## config.mk

```make
export PLATFORM = sky130hd
export DESIGN_NAME = control_pipeline_flat
export DESIGN_NICKNAME = d
export VERILOG_FILES = /design/src/rtl/control_pipeline_if.sv /design/src/rtl/control_pipeline.sv /design/src/flat_wrapper.sv
export SDC_FILE = /design/constraint.sdc
export NUM_CORES = 1
export LEC_CHECK = 0
export CAP_MARGIN = 15
export CELL_PAD_IN_SITES_DETAIL_PLACEMENT = 1
export CELL_PAD_IN_SITES_GLOBAL_PLACEMENT = 1
export CORE_UTILIZATION = 40
export CTS_CLUSTER_DIAMETER = 100
export DETAILED_ROUTE_END_ITERATION = 8
export PLACE_DENSITY_LB_ADDON = 0.08
export SLEW_MARGIN = 20
export SYNTH_ARGS = -nofsm -noshare
export SYNTH_HDL_FRONTEND = slang
export SYNTH_SLANG_ARGS = --single-unit
```

## constraint.sdc

```tcl
create_clock -name clk -period 3.34 [get_ports clk]
set_input_delay 0.668 -clock clk [delete_from_list [all_inputs] [get_ports clk]]
set_output_delay 0.668 -clock clk [all_outputs]
set_load 0.1 [all_outputs]
```

## src/rtl/control_pipeline_if.sv

```systemverilog
// Decode-stage control bundle between the decoder/register file and the
// control pipeline, plus the hazard and stage-register outputs it returns.
interface control_pipeline_if #(
  parameter int REG_ADDR_W = 5,
  parameter int ALUCTRL_W  = 3
);
  logic                  RegWriteD;
  logic [1:0]            ResultSrcD;
  logic                  MemWriteD;
  logic                  JumpD;
  logic                  BranchD;
  logic [ALUCTRL_W-1:0]  ALUControlD;
  logic                  ALUSrcD;
  logic [REG_ADDR_W-1:0] Rs1D;
  logic [REG_ADDR_W-1:0] Rs2D;
  logic [REG_ADDR_W-1:0] RdD;
  logic                  ZeroE;

  logic [ALUCTRL_W-1:0]  ALUControlE;
  logic                  ALUSrcE;
  logic                  PCSrcE;
  logic [1:0]            ForwardAE;
  logic [1:0]            ForwardBE;
  logic                  MemWriteM;
  logic                  RegWriteW;
  logic [1:0]            ResultSrcW;
  logic [REG_ADDR_W-1:0] RdW;
  logic                  StallF;
  logic                  StallD;
  logic                  FlushD;
  logic                  FlushE;

  modport master (
    output RegWriteD, ResultSrcD, MemWriteD, JumpD, BranchD, ALUControlD,
           ALUSrcD, Rs1D, Rs2D, RdD, ZeroE,
    input  ALUControlE, ALUSrcE, PCSrcE, ForwardAE, ForwardBE, MemWriteM,
           RegWriteW, ResultSrcW, RdW, StallF, StallD, FlushD, FlushE
  );

  modport slave (
    input  RegWriteD, ResultSrcD, MemWriteD, JumpD, BranchD, ALUControlD,
           ALUSrcD, Rs1D, Rs2D, RdD, ZeroE,
    output ALUControlE, ALUSrcE, PCSrcE, ForwardAE, ForwardBE, MemWriteM,
           RegWriteW, ResultSrcW, RdW, StallF, StallD, FlushD, FlushE
  );
endinterface

```

## src/rtl/control_pipeline.sv

```systemverilog
// Control side of the 5-stage core: carries decoded control through E/M/W and
// resolves load-use stalls, branch/jump flushes and E-stage forwarding.
module control_pipeline #(
  parameter int REG_ADDR_W = 5,
  parameter int ALUCTRL_W  = 3,
  parameter int FORWARD_EN = 1
) (
  input  logic              clk,
  input  logic              rst_n,
  control_pipeline_if.slave ctrl
);

  typedef struct packed {
    logic                  reg_write;
    logic [1:0]            result_src;
    logic                  mem_write;
    logic                  jump;
    logic                  branch;
    logic [ALUCTRL_W-1:0]  alu_ctrl;
    logic                  alu_src;
    logic [REG_ADDR_W-1:0] rs1;
    logic [REG_ADDR_W-1:0] rs2;
    logic [REG_ADDR_W-1:0] rd;
  } e_stage_t;

  typedef struct packed {
    logic                  reg_write;
    logic [1:0]            result_src;
    logic                  mem_write;
    logic [REG_ADDR_W-1:0] rd;
  } m_stage_t;

  typedef struct packed {
    logic                  reg_write;
    logic [1:0]            result_src;
    logic [REG_ADDR_W-1:0] rd;
  } w_stage_t;

  localparam logic [REG_ADDR_W-1:0] REG_X0 = {REG_ADDR_W{1'b0}};

  e_stage_t e_q, e_d;
  m_stage_t m_q;
  w_stage_t w_q;

  logic       lw_stall;
  logic       pcsrc_e;
  logic       flush_e;
  logic [1:0] fwd_a;
  logic [1:0] fwd_b;

  // x0 is never a forwarding source; M (younger) wins over W.
  function automatic logic [1:0] fwd_sel(
    input logic [REG_ADDR_W-1:0] rs_e,
    input logic                  rw_m,
    input logic [REG_ADDR_W-1:0] rd_m,
    input logic                  rw_w,
    input logic [REG_ADDR_W-1:0] rd_w
  );
    logic [1:0] sel;
    sel = 2'b00;
    if ((rs_e != REG_X0) && rw_m && (rd_m == rs_e)) begin
      sel = 2'b10;
    end else if ((rs_e != REG_X0) && rw_w && (rd_w == rs_e)) begin
      sel = 2'b01;
    end else begin
      sel = 2'b00;
    end
    return sel;
  endfunction

  // Hazard detection, redirect and forwarding selects.
  always_comb begin
    lw_stall = (e_q.result_src == 2'b01) && (e_q.rd != REG_X0) &&
               ((e_q.rd == ctrl.Rs1D) || (e_q.rd == ctrl.Rs2D));
    pcsrc_e  = (e_q.branch & ctrl.ZeroE) | e_q.jump;
    flush_e  = lw_stall | pcsrc_e;
    fwd_a    = 2'b00;
    fwd_b    = 2'b00;
    if (FORWARD_EN != 0) begin
      fwd_a = fwd_sel(e_q.rs1, m_q.reg_write, m_q.rd, w_q.reg_write, w_q.rd);
      fwd_b = fwd_sel(e_q.rs2, m_q.reg_write, m_q.rd, w_q.reg_write, w_q.rd);
    end else begin
      fwd_a = 2'b00;
      fwd_b = 2'b00;
    end
  end

  // E-stage next value: the D-stage word, or an all-zero bubble on flush.
  always_comb begin
    e_d = {$bits(e_stage_t){1'b0}};
    if (flush_e) begin
      e_d = {$bits(e_stage_t){1'b0}};
    end else begin
      e_d.reg_write  = ctrl.RegWriteD;
      e_d.result_src = ctrl.ResultSrcD;
      e_d.mem_write  = ctrl.MemWriteD;
      e_d.jump       = ctrl.JumpD;
      e_d.branch     = ctrl.BranchD;
      e_d.alu_ctrl   = ctrl.ALUControlD;
      e_d.alu_src    = ctrl.ALUSrcD;
      e_d.rs1        = ctrl.Rs1D;
      e_d.rs2        = ctrl.Rs2D;
      e_d.rd         = ctrl.RdD;
    end
  end

  // E/M/W stage registers; never stalled.
  always_ff @(posedge clk or negedge rst_n) begin
    if (!rst_n) begin
      e_q <= {$bits(e_stage_t){1'b0}};
      m_q <= {$bits(m_stage_t){1'b0}};
      w_q <= {$bits(w_stage_t){1'b0}};
    end else begin
      e_q            <= e_d;
      m_q.reg_write  <= e_q.reg_write;
      m_q.result_src <= e_q.result_src;
      m_q.mem_write  <= e_q.mem_write;
      m_q.rd         <= e_q.rd;
      w_q.reg_write  <= m_q.reg_write;
      w_q.result_src <= m_q.result_src;
      w_q.rd         <= m_q.rd;
    end
  end

  assign ctrl.ALUControlE = e_q.alu_ctrl;
  assign ctrl.ALUSrcE     = e_q.alu_src;
  assign ctrl.PCSrcE      = pcsrc_e;
  assign ctrl.ForwardAE   = fwd_a;
  assign ctrl.ForwardBE   = fwd_b;
  assign ctrl.MemWriteM   = m_q.mem_write;
  assign ctrl.RegWriteW   = w_q.reg_write;
  assign ctrl.ResultSrcW  = w_q.result_src;
  assign ctrl.RdW         = w_q.rd;
  assign ctrl.StallF      = lw_stall;
  assign ctrl.StallD      = lw_stall;
  assign ctrl.FlushD      = pcsrc_e;
  assign ctrl.FlushE      = flush_e;

endmodule
```

## src/flat_wrapper.sv

```systemverilog
// flat-port wrapper written by rule: the top's interface ports become plain ports
module control_pipeline_flat 
#(
  parameter int REG_ADDR_W = 5,
  parameter int ALUCTRL_W  = 3,
  parameter int FORWARD_EN = 1
)
  (clk, rst_n, ctrl_RegWriteD, ctrl_ResultSrcD, ctrl_MemWriteD, ctrl_JumpD, ctrl_BranchD, ctrl_ALUControlD, ctrl_ALUSrcD, ctrl_Rs1D, ctrl_Rs2D, ctrl_RdD, ctrl_ZeroE, ctrl_ALUControlE, ctrl_ALUSrcE, ctrl_PCSrcE, ctrl_ForwardAE, ctrl_ForwardBE, ctrl_MemWriteM, ctrl_RegWriteW, ctrl_ResultSrcW, ctrl_RdW, ctrl_StallF, ctrl_StallD, ctrl_FlushD, ctrl_FlushE);
  control_pipeline_if #(.REG_ADDR_W(REG_ADDR_W), .ALUCTRL_W(ALUCTRL_W)) ctrl_i ();
  input  logic clk;
  input  logic rst_n;
  input wire logic [$bits(ctrl_i.RegWriteD)-1:0] ctrl_RegWriteD;
  input wire logic [$bits(ctrl_i.ResultSrcD)-1:0] ctrl_ResultSrcD;
  input wire logic [$bits(ctrl_i.MemWriteD)-1:0] ctrl_MemWriteD;
  input wire logic [$bits(ctrl_i.JumpD)-1:0] ctrl_JumpD;
  input wire logic [$bits(ctrl_i.BranchD)-1:0] ctrl_BranchD;
  input wire logic [$bits(ctrl_i.ALUControlD)-1:0] ctrl_ALUControlD;
  input wire logic [$bits(ctrl_i.ALUSrcD)-1:0] ctrl_ALUSrcD;
  input wire logic [$bits(ctrl_i.Rs1D)-1:0] ctrl_Rs1D;
  input wire logic [$bits(ctrl_i.Rs2D)-1:0] ctrl_Rs2D;
  input wire logic [$bits(ctrl_i.RdD)-1:0] ctrl_RdD;
  input wire logic [$bits(ctrl_i.ZeroE)-1:0] ctrl_ZeroE;
  output wire logic [$bits(ctrl_i.ALUControlE)-1:0] ctrl_ALUControlE;
  output wire logic [$bits(ctrl_i.ALUSrcE)-1:0] ctrl_ALUSrcE;
  output wire logic [$bits(ctrl_i.PCSrcE)-1:0] ctrl_PCSrcE;
  output wire logic [$bits(ctrl_i.ForwardAE)-1:0] ctrl_ForwardAE;
  output wire logic [$bits(ctrl_i.ForwardBE)-1:0] ctrl_ForwardBE;
  output wire logic [$bits(ctrl_i.MemWriteM)-1:0] ctrl_MemWriteM;
  output wire logic [$bits(ctrl_i.RegWriteW)-1:0] ctrl_RegWriteW;
  output wire logic [$bits(ctrl_i.ResultSrcW)-1:0] ctrl_ResultSrcW;
  output wire logic [$bits(ctrl_i.RdW)-1:0] ctrl_RdW;
  output wire logic [$bits(ctrl_i.StallF)-1:0] ctrl_StallF;
  output wire logic [$bits(ctrl_i.StallD)-1:0] ctrl_StallD;
  output wire logic [$bits(ctrl_i.FlushD)-1:0] ctrl_FlushD;
  output wire logic [$bits(ctrl_i.FlushE)-1:0] ctrl_FlushE;
  assign ctrl_i.RegWriteD = ctrl_RegWriteD;
  assign ctrl_i.ResultSrcD = ctrl_ResultSrcD;
  assign ctrl_i.MemWriteD = ctrl_MemWriteD;
  assign ctrl_i.JumpD = ctrl_JumpD;
  assign ctrl_i.BranchD = ctrl_BranchD;
  assign ctrl_i.ALUControlD = ctrl_ALUControlD;
  assign ctrl_i.ALUSrcD = ctrl_ALUSrcD;
  assign ctrl_i.Rs1D = ctrl_Rs1D;
  assign ctrl_i.Rs2D = ctrl_Rs2D;
  assign ctrl_i.RdD = ctrl_RdD;
  assign ctrl_i.ZeroE = ctrl_ZeroE;
  assign ctrl_ALUControlE = ctrl_i.ALUControlE;
  assign ctrl_ALUSrcE = ctrl_i.ALUSrcE;
  assign ctrl_PCSrcE = ctrl_i.PCSrcE;
  assign ctrl_ForwardAE = ctrl_i.ForwardAE;
  assign ctrl_ForwardBE = ctrl_i.ForwardBE;
  assign ctrl_MemWriteM = ctrl_i.MemWriteM;
  assign ctrl_RegWriteW = ctrl_i.RegWriteW;
  assign ctrl_ResultSrcW = ctrl_i.ResultSrcW;
  assign ctrl_RdW = ctrl_i.RdW;
  assign ctrl_StallF = ctrl_i.StallF;
  assign ctrl_StallD = ctrl_i.StallD;
  assign ctrl_FlushD = ctrl_i.FlushD;
  assign ctrl_FlushE = ctrl_i.FlushE;
  control_pipeline #(.REG_ADDR_W(REG_ADDR_W), .ALUCTRL_W(ALUCTRL_W), .FORWARD_EN(FORWARD_EN)) u_core (.clk(clk), .rst_n(rst_n), .ctrl(ctrl_i));
endmodule
```

==> results_dict.tcl, run 1 <==
set metrics [dict create \
    clk_latency_ns 0.28 \
    cts_root_buffer "clkbuf_8" \
    p_leak_nw 1.053 \
    routabilityCongestion 0.8111 \
    netlist_instances 159 \
    worstPathMaxFanout 3 \
    grt_pass1_wl_um 6851 \
    cap_violations 0 \
    finish.utilization 0.5745 \
    power.total_w 0.001389 \
    period_minus_slack_ns 2.737 \
    io_pins 50 \
    grt_max_degree 43 \
    synth-seq-cells 42 \
    relSlewSlack 0.3515 \
    hold_viol_final 0 \
    start_util 0.4218 \
    dpl.cell_count 252 \
    tns_ns 0 \
    clockBufferDepth 2 \
    avgSynthCellArea_um2 11.63 \
    grt_pass1_vias 1467 \
    layout-drive-gt1-share 0.2754 \
    drc 0 \
    numCtsBuffers 5 \
    hold_ws_ns 0.3531 \
    antenna_left 0 \
    arrival_ns 2.07 \
    syn_area_um2 1849 \
    ys_warn_count 0 \
    diodes 0 \
    area_growth_pct 36.20 \
    syn_nets 187 \
    yosysUniqueCellTypes 21 \
    tightest_slew_ns 0.9697 \
    via_count 1293 \
    via_per_inst 4.992 \
    portBuffers 49 \
    avgRoutedWirePerCell_um 15.90 \
    layout_commonest_cell "dfrtp_1" \
    cts_tree "built" \
    rsz0062_at_grt "false" \
    ys_seq_area_frac 0.5683 \
    crit_type "in2out" \
    grt_use_total 0.1811 \
    cts_hold_buf 0 \
    cts_setup_buffers 0 \
    antenna_found_initial 0 \
    setup_viol 0 \
    min_path_type "reg2reg" \
    required_ns 2.67 \
    dieArea_um2 4899 \
    status "finished clean" \
    cts.repair.resized 0 \
    startpoint_type "input port" \
    first_iter_violations 31 \
    stdcell_count 259 \
    end_kind "output pin" \
    die_h_um 70.00 \
    rows 24 \
    ir_drop_mv 0.1970 \
    core_um2 4384 \
    p_per_area_nw_per_um2 551.4 \
    h-tree-depth 2 \
    dieWidth_um 70.00 \
    drt_wl_total_um 4119 \
    clock-sinks 42 \
    drtPass1Iterations 4 \
    fmax_mhz 365.4 \
    drv_slew 0 \
    mostFrequentLayoutCells "dfrtp_1, clkdlybuf4s50_1, nand2_1" \
    skew_ns 0.003718 \
    clk_pin_slew_ns 0.07 \
    gr-total-overflow 0 \
    hpwlAfterDp_um 3138 \
    fin_nets 235 \
    fin_crit_sh 0.8195 \
]
-- registers in the layout, summed over array words and instances (netlist names) --
| signal | count |
|---|---|
| u_core.e_q | 21 |
| u_core.m_q | 8 |
| u_core.ctrl.RdW | 5 |
| u_core.ctrl.ALUControlE | 3 |
| u_core.ctrl.ResultSrcW | 2 |
| u_core.ctrl.ALUSrcE | 1 |
| u_core.ctrl.MemWriteM | 1 |
| u_core.ctrl.RegWriteW | 1 |
-- synthesized netlist by cell type --
library cell | number | area share
nand4_1 | 4 | 0.014
buf_2 | 2 | 0.0054
inv_1 | 1 | 0.0020
nor4_1 | 4 | 0.014
dfrtp_1 | 42 | 0.57
a21oi_1 | 6 | 0.016
clkbuf_1 | 2 | 0.0041
buf_6 | 2 | 0.012
buf_4 | 5 | 0.020
or4_1 | 3 | 0.012
a21o_2 | 1 | 0.0047
a21oi_2 | 20 | 0.095
nand2_1 | 29 | 0.059
and2_2 | 1 | 0.0041
o22ai_2 | 1 | 0.0068
nand3_1 | 2 | 0.0054
xor2_1 | 4 | 0.019
nor2_2 | 2 | 0.0068
nor3b_2 | 1 | 0.0068
xnor2_1 | 26 | 0.12
nor2_1 | 1 | 0.0020
-- worst paths after layout --
path                            slack, ns                    endpoint            from  cells after the start
worst max-delay path                 0.60                 ctrl_StallF    ctrl_Rs1D[0]                      6
worst min-delay path                 0.35               u_core.m_q[8]  u_core.e_q[24]                      0
worst max register to register       1.53              u_core.e_q[24]   u_core.e_q[0]                      5
worst min register to register       0.35               u_core.m_q[8]  u_core.e_q[24]                      0
max in group asynchronous            2.26          u_core.ctrl.RdW[1]           rst_n                      1
min in group asynchronous            0.52  u_core.ctrl.ALUControlE[0]           rst_n                      1
-- power breakdown --
part | internal, W | leakage [nW] | switching [W]
Sequential | 0.000560 | 0.531 | 0.0000508
Combinational | 0.000157 | 0.478 | 0.000319
Clock | 0.000140 | 0.0438 | 0.000162
-- routing by layer --
| metal | global-route usage | up-vias | part of all wire |
|---|---|---|---|
| met5 | 0 | - | 0 |
| met4 | 0.06000 | 0 | 0.012 |
| met3 | 0.03752 | 7 | 0.043 |
| met2 | 0.3066 | 39 | 0.50 |
| met1 | 0.2311 | 631 | 0.44 |
| li1 | - | 616 | - |
-- cell families after synthesis --
group | count (synthesis) | share of synthesized area
AOI/OAI and AO/OA | 28 | 0.1225
xor gates and xnor gates | 30 | 0.1421
buffers and inverters | 12 | 0.04398
DFF | 42 | 0.5683
and+or+nand+nor | 47 | 0.1231
-- critical path, cell delays in order --
cell and delay (ns):
clkdlybuf4s50_1 0.51, xnor2_1 0.13, nand3_1 0.11, o22ai_2 0.22, and2_2 0.24, buf_12 0.18
-- metrics by stage --
step | instance area [um^2] | setup slack [ns]
5_1_grt | 2519 | 0.5282
6_report | 2519 | 0.6030
3_5_place_dp | 2440 | 0.5838
4_1_cts | 2519 | 0.5739
2_1_floorplan | 1909 | 0.2627
3_3_place_gp | 2440 | 0.6380
-- layout make-up --
class,count,area [um^2]
sequential,42,1051
tap,52,65.06
clock buffer,5,68.82
clock inverter,2,10.01
fill,452,1866
timing repair buffer,52,533.0
multi-input combinational,105,787.0
inverter,1,3.754
Note: power is estimated with default switching activity, not from simulation.
==> run 2, diff against run 1 <==
Settings changed: CORE_UTILIZATION 40 to 37.
Clock period 3.34 ns to 2.7 ns, I/O delays scaled along.
==> results_dict.tcl, run 2 (synthesis results as in run 1) <==
set metrics [dict create \
    status "finished clean" \
    cap_violations 0 \
    p_leak_nw 1.072 \
    postPlaceCellArea_um2 2515 \
    rsz0062_at_grt "false" \
    io_pins 50 \
    min_path_type "reg2reg" \
    clock-sinks 42 \
    worstPathMaxFanout 4 \
    cts_hold_buf 0 \
    die_h_um 72.70 \
    grt_pass1_vias 1485 \
    drv_slew 0 \
    layout_commonest_cell "dfrtp_1" \
    period_minus_slack_ns 2.522 \
    arrival_ns 1.98 \
    hpwlAfterDp_um 3172 \
    avgRoutedWirePerCell_um 15.15 \
    portBuffers 49 \
    required_ns 2.16 \
    numCtsBuffers 5 \
    cts_tree "built" \
    hold_viol_final 0 \
    first_iter_violations 69 \
    antenna_found_initial 0 \
    mostFrequentLayoutCells "dfrtp_1, nand2_1, xnor2_1, clkdlybuf4s50_1, a21oi_2" \
    largest_reg_flops 21 \
    dieWidth_um 72.70 \
    ir_drop_mv 0.4000 \
    fin_area_um2 2610 \
    via_count 1292 \
    power.total_w 0.001774 \
    clockBufferDepth 2 \
    rows 25 \
    routabilityCongestion 0.8203 \
    p_per_area_nw_per_um2 679.8 \
    regMostFlops "u_core.e_q" \
    h-tree-depth 2 \
    end_kind "output pin" \
    relSlewSlack 0.4055 \
    fin_nets 235 \
    cts_root_buffer "clkbuf_8" \
    clk_latency_ns 0.30 \
    start_util 0.3889 \
    crit_type "reg2out" \
    skew_ns 0.005614 \
    cts.repair.resized 0 \
    clk_pin_slew_ns 0.08 \
    fmax_mhz 396.6 \
    cts_setup_buffers 0 \
    grt_max_degree 43 \
    grt_pass1_wl_um 7224 \
    tightest_slew_ns 0.8918 \
    drc 0 \
    grt_use_total 0.1908 \
    startpoint_type "flip-flop" \
    layout-drive-gt1-share 0.3462 \
    core_um2 4755 \
    drt_wl_total_um 4165 \
    drtPass1Iterations 3 \
    area_growth_pct 41.14 \
    fin_crit_sh 0.9339 \
    setup_viol 0 \
    dieArea_um2 5285 \
    via_per_inst 4.698 \
    gr-total-overflow 0 \
    diodes 0 \
    antenna_left 0 \
]
run 2: changes by cell type in the layout (fill, tap and decap cells not counted), moves of 2 or more:
cell,before,now
nor2_2,2,0
nor2_4,0,2
buf_12,5,9
clkdlybuf4s50_1,33,26
or4_1,3,1
or4_4,0,2
dfrtp_2,0,5
dfrtp_1,42,37
buf_4,13,16
run 2: metal layers:
metal | share of wire | wire length (um) | track usage | vias to the layer above
li1 | - | - | - | 617
met1 | 0.41 | 1704 | 0.2208 | 635
met2 | 0.53 | 2201 | 0.3281 | 34
met3 | 0.042 | 175 | 0.05110 | 6
met4 | 0.020 | 85 | 0.09150 | 0
met5 | 0 | 0 | 0 | -
run 2: area by class of cell:
class                      count  area (um^2)
clock buffer                   6        82.58
clock inverter                 2        12.51
fill                         509         2145
inverter                       1        3.754
multi-input combinational    105        804.5
sequential                    42         1057
tap                           67        83.83
timing repair buffer          52        565.5
run 2: worst max-delay path, stage by stage (launching register included):
cell and delay, ns:
dfrtp_1 0.43, or4_1 0.53, nor2_1 0.22, nor3b_4 0.08, and2_2 0.24, buf_12 0.17
run 2: final timing paths:
check | start | end | slack, ns | cells after the start
max in group asynchronous | rst_n | u_core.ctrl.RdW[3] | 1.72 | 1
setup reg to reg | u_core.e_q[0] | u_core.ctrl.ALUControlE[2] | 0.89 | 5
min in group asynchronous | rst_n | u_core.ctrl.ALUControlE[2] | 0.36 | 1
hold reg to reg | u_core.m_q[7] | u_core.ctrl.ResultSrcW[1] | 0.35 | 0
setup / recovery | u_core.e_q[0] | ctrl_StallF | 0.18 | 5
hold / removal | u_core.m_q[7] | u_core.ctrl.ResultSrcW[1] | 0.35 | 0
run 2: where the power goes:
group | internal [W] | switching (W)
clock | 0.000205 | 0.000214
combinational | 0.000202 | 0.000395
sequential | 0.000695 | 0.0000630
run 2: through the flow:
step	setup slack, ns	setup TNS, ns	utilization	cells	hold slack, ns
final	0.1785	0	0.5489	275	0.3543
after global routing	0.07520	0	0.5489	275	0.3718
after CTS	0.1440	0	0.5489	275	0.3581
after detailed placement	0.2242	0	0.5289	267	0.3403
after global placement	0.2422	0	0.5289	267	0.3337
after floorplan	-0.1220	-0.2415	-	159	0.2444
==> variant 1: new RTL, flow settings as in run 2 <==
`ALUCTRL_W` is set to 3 in 3 places; all go to 6.
--- a/src/rtl/control_pipeline_if.sv
+++ b/src/rtl/control_pipeline_if.sv
@@ -4,3 +4,3 @@
   parameter int REG_ADDR_W = 5,
-  parameter int ALUCTRL_W  = 3
+  parameter int ALUCTRL_W  = 6
 );
--- a/src/rtl/control_pipeline.sv
+++ b/src/rtl/control_pipeline.sv
@@ -4,3 +4,3 @@
   parameter int REG_ADDR_W = 5,
-  parameter int ALUCTRL_W  = 3,
+  parameter int ALUCTRL_W  = 6,
   parameter int FORWARD_EN = 1
--- a/src/flat_wrapper.sv
+++ b/src/flat_wrapper.sv
@@ -4,3 +4,3 @@
   parameter int REG_ADDR_W = 5,
-  parameter int ALUCTRL_W  = 3,
+  parameter int ALUCTRL_W  = 6,
   parameter int FORWARD_EN = 1
Interface: changed (resized ctrl_ALUControlD and ctrl_ALUControlE); port bits go from 50 to 56. No check against the original RTL was run, so the function may have changed too.
==> variant 1 against run 2 <==
Sequential cell count increased by 3; final area is 2.3% higher; synthesized area up 4.2%; setup slack improved by 9.8 ps; clock power down 5.0%; clock skew is 1.3 ps lower; via count increased by 7.4%; routed wire length up 4.1%; power rose by 3.1%; critical path type unchanged; critical endpoint is now ctrl_ForwardAE[0].
==> variant 1: results (changes against run 2) <==
Status:
- The flow ran to the end, and the final reports show no timing, DRC or antenna violations.

GRT:
- The global-route usage over all layers was 17.8% (-1.2 points).

Cells and area:
- The flip-flop and latch count is 45 (+7.1%).
- The number of filler cells placed in the layout came to 537 (+5.5%).
- The share of cell area taken by flip-flops and latches is 42.4% (+1.9 points).
- The count of nets after finishing is 255 (+8.5%).
- The fraction of area in multi-input gates came to 27.9% (-2.9 points).
- The total number of multi-input combinational cells is 111 (+5.7%).
- The clock-cell share of area is 3.09% (-0.55 points).
- The final cell utilization of the core is 54.7% (-0.20 points).
- The share of layout cells above drive strength 1 is 24.0% (-11 points).

Hold path:
- The tightest min-delay check is of the input pin to async pin type.

Place:
- The port buffer count is 55 (+12%).
- The post-placement worst setup slack came to 217 ps (-7.43 ps).
- The number of placed cells counting well taps was 284 (+6.4%).

Pwr:
- The peak supply drop is 0.322 mV (-19%).

Routing:
- The via density per instance is 4.75 (+1.1%).
- The first-pass iteration count of the detailed router is 6 (+3).
- The detailed router's first-iteration violation count was 47 (-32%).
- The final wirelength is 4.34 mm (+4.1%).

Worst setup path:
- The setup slack of the most critical reg-to-reg path is 950 ps (+60 ps).
- The worst register-to-register path ends at u_core.e_q[0].

Yosys:
- The mean area per synthesized cell came to 11.1 um^2 (-4.8%).
- In the post-synthesis netlist, the biggest area contributors are sky130_fd_sc_hd__dfrtp_1 (58%), sky130_fd_sc_hd__xnor2_1 (12%), sky130_fd_sc_hd__a21oi_1 (7.5%).
- The sequential-to-total area share from yosys stat is 58.4% (+1.6 points).
- Ranked by instance count, the synthesized netlist is headed by sky130_fd_sc_hd__dfrtp_1 (45), sky130_fd_sc_hd__nand2_1 (32), sky130_fd_sc_hd__a21oi_1 (29).
variant 1: cell count changes in the layout (fill, tap and decap cells not counted), sizes merged:
cell           before  now
clkinv              1    2
dfrtp              42   45
buf                26   31
a21oi              26   29
clkinvlp            1    0
nand2              29   32
clkdlybuf4s50      26   29
variant 1: layer usage:
metal	GRT usage, %	share of wire (%)
met5	0	0
met4	9.62	1.4
met3	4.07	5.0
met2	29.9	52
met1	21.4	42
variant 1: logic make-up after synthesis:
kind of cell	synth area share, %
and+or+nand+nor	13.3
AOI/OAI and AO/OA	8.25
DFF	58.4
buffers and inverters	6.36
xor gates and xnor gates	13.6
variant 1: worst max path at each step:
| stage | cells past startpoint | startpoint | end | slack (ps) |
|---|---|---|---|---|
| after global placement | 6 | ctrl_Rs1D[4] | ctrl_StallD | 230 |
| after floorplan | 4 | u_core.e_q[10] | ctrl_ForwardAE[0] | -180 |
| after CTS | 5 | u_core.e_q[10] | ctrl_ForwardAE[0] | 160 |
| after global routing | 5 | u_core.e_q[5] | ctrl_ForwardBE[0] | 90 |
| final | 5 | u_core.e_q[11] | ctrl_ForwardAE[0] | 190 |
| after detailed placement | 6 | ctrl_Rs1D[0] | ctrl_StallD | 220 |
variant 1: power by group through the flow:
stage                     clock network, mW  registers [mW]  logic, mW
after floorplan                           0           0.918      0.355
after global placement                    0           0.819      0.621
after detailed placement                  0           0.822      0.631
after CTS                             0.413           0.808      0.633
after global routing                  0.443           0.815      0.665
final                                 0.398           0.806      0.625
==> variant 2: new RTL, flow settings as in run 2 <==
Made on the original files. Reset style: synchronous (`rst_n`), changed in one clocked block.
--- a/src/rtl/control_pipeline.sv
+++ b/src/rtl/control_pipeline.sv
@@ -107,3 +107,3 @@
   // E/M/W stage registers; never stalled.
-  always_ff @(posedge clk or negedge rst_n) begin
+  always_ff @(posedge clk) begin
     if (!rst_n) begin
Behaviour: differs if rst_n is asserted again (counterexample within 4 cycles, from zero or initial values and one cycle with rst_n low); with rst_n held inactive, the same outputs for 10 cycles.
==> variant 2 against run 2 <==
Power decreased by 8.4%; register-to-register slack improved by 70 ps; sequential power decreased by 9.8%; routed wire length increased by 6.7%; synthesized area decreased by 3.3%; highest routed layer unchanged; largest power group unchanged; global-route usage about the same; critical path type is now input pin to output pin; sequential cell count unchanged; setup slack got worse by 47 ps; final area decreased by 1.2%; die area decreased by 3.2%.
==> variant 2: results (changes against run 2) <==
Status:
- The run finished with clean final reports.

Worst setup path:
- The library cell contributing the largest single delay on the critical path is sky130_fd_sc_hd__clkdlybuf4s50_1.
- The top fanout value on the critical path is 5 (+1).
- The data arrival time of the critical path is 2030 ps (+50 ps).
- The end of the worst register-to-register path is u_core.e_q[10].
- The critical path's largest stage delay is 510 ps (-20 ps).
- In this run the worst setup path begins at ctrl_Rs2D[4].

Routing:
- The total via count after detailed routing came to 1428 (+11%).
- The first-pass iteration count of the detailed router is 4 (+1).
- The average detailed-routed wire length per instance is 16.0 um (+5.5%).

Timing:
- The worst setup skew after layout is 5.03 ps (-0.587 ps).
- The worst hold-check slack is 442 ps (+87.7 ps).
- The worst slew slack as a fraction of its limit is 72.0% (+31 points).

Cells and area:
- The share of layout cells above drive strength 1 is 34.1% (-0.54 points).
- The count of nets after finishing was 253 (+7.7%).

Place:
- The routability-driven placement congestion ratio is 0.725 (-12%).
- The post-placement worst setup slack was 123 ps (-101 ps).

Yosys:
- The post-synthesis net count is 208 (+11%).
- The post-synthesis instance total was 180 (+13%).
- After synthesis, the cell types taking the most area are sky130_fd_sc_hd__dfxtp_1 (47%), sky130_fd_sc_hd__xnor2_1 (13%), sky130_fd_sc_hd__a21oi_2 (9.8%).
- The share of the synthesized area in compound gates (AO/OA/AOI/OAI) is 12.7% (+0.42 points).

GRT:
- The global-route usage over all layers is 19.1% (-0.033 points).
- The via count of the first global-routing pass is 1546 (+4.1%).

Pwr:
- The reported leakage power was 0.957 nW (-11%).

Hold path:
- The startpoint identified for the worst hold timing path is u_core.e_q[21].
==> variant 2: cell types whose count changed after synthesis, sizes merged <==
cell,run 2,this run
and2,1,18
clkbuf,2,6
dfrtp,42,0
dfxtp,0,42
nand2,29,4
nand3,2,27
==> variant 2: routing by layer <==
metal	global-route usage (%)	share of wire (%)	wire, um	up-vias
li1	-	-	-	696
met1	21.1	41	1810	691
met3	5.34	4.6	205	5
met4	5.66	1.2	53	0
met5	0	0	0	-
met2	35.3	53	2370	36
==> variant 2: layout make-up <==
cell class	count	area, um^2
clock buffers	5	68.8
multi-input cells	122	943
clock inverters	3	68.8
inverters	1	3.75
well taps	52	65.1
flip-flops and latches	42	852
repair buffers	53	578
fillers	511	1920
==> variant 2: power by group <==
group          internal, mW  total, mW  switching, mW
Sequential            0.653      0.684         0.0314
Clock                 0.370      0.593          0.223
Combinational         0.137      0.349          0.211
Total                  1.16       1.63          0.465
==> variant 2: kinds of logic after synthesis <==
logic type / Yosys count
xor gates and xnor gates: 30
DFF: 42
and+or+nand+nor: 64
buffers and inverters: 16
AOI/OAI and AO/OA: 28
==> variant 2: worst max path at each step <==
stage / endpoint / slack, ps / cells past startpoint
after detailed placement: ctrl_StallF / 120 / 6
after floorplan: ctrl_ForwardBE[0] / -40 / 4
after CTS: ctrl_StallF / 110 / 6
final: ctrl_StallF / 130 / 6
after global placement: ctrl_StallF / 170 / 6
after global routing: ctrl_StallF / 30 / 6
==> variant 2: critical path, delay by kind of cell <==
family,cells,cell delay (ps)
AO/OA/AOI/OAI,1,260
XOR/XNOR,1,150
buffers and inverters,2,700
AND/OR/NAND/NOR,2,380
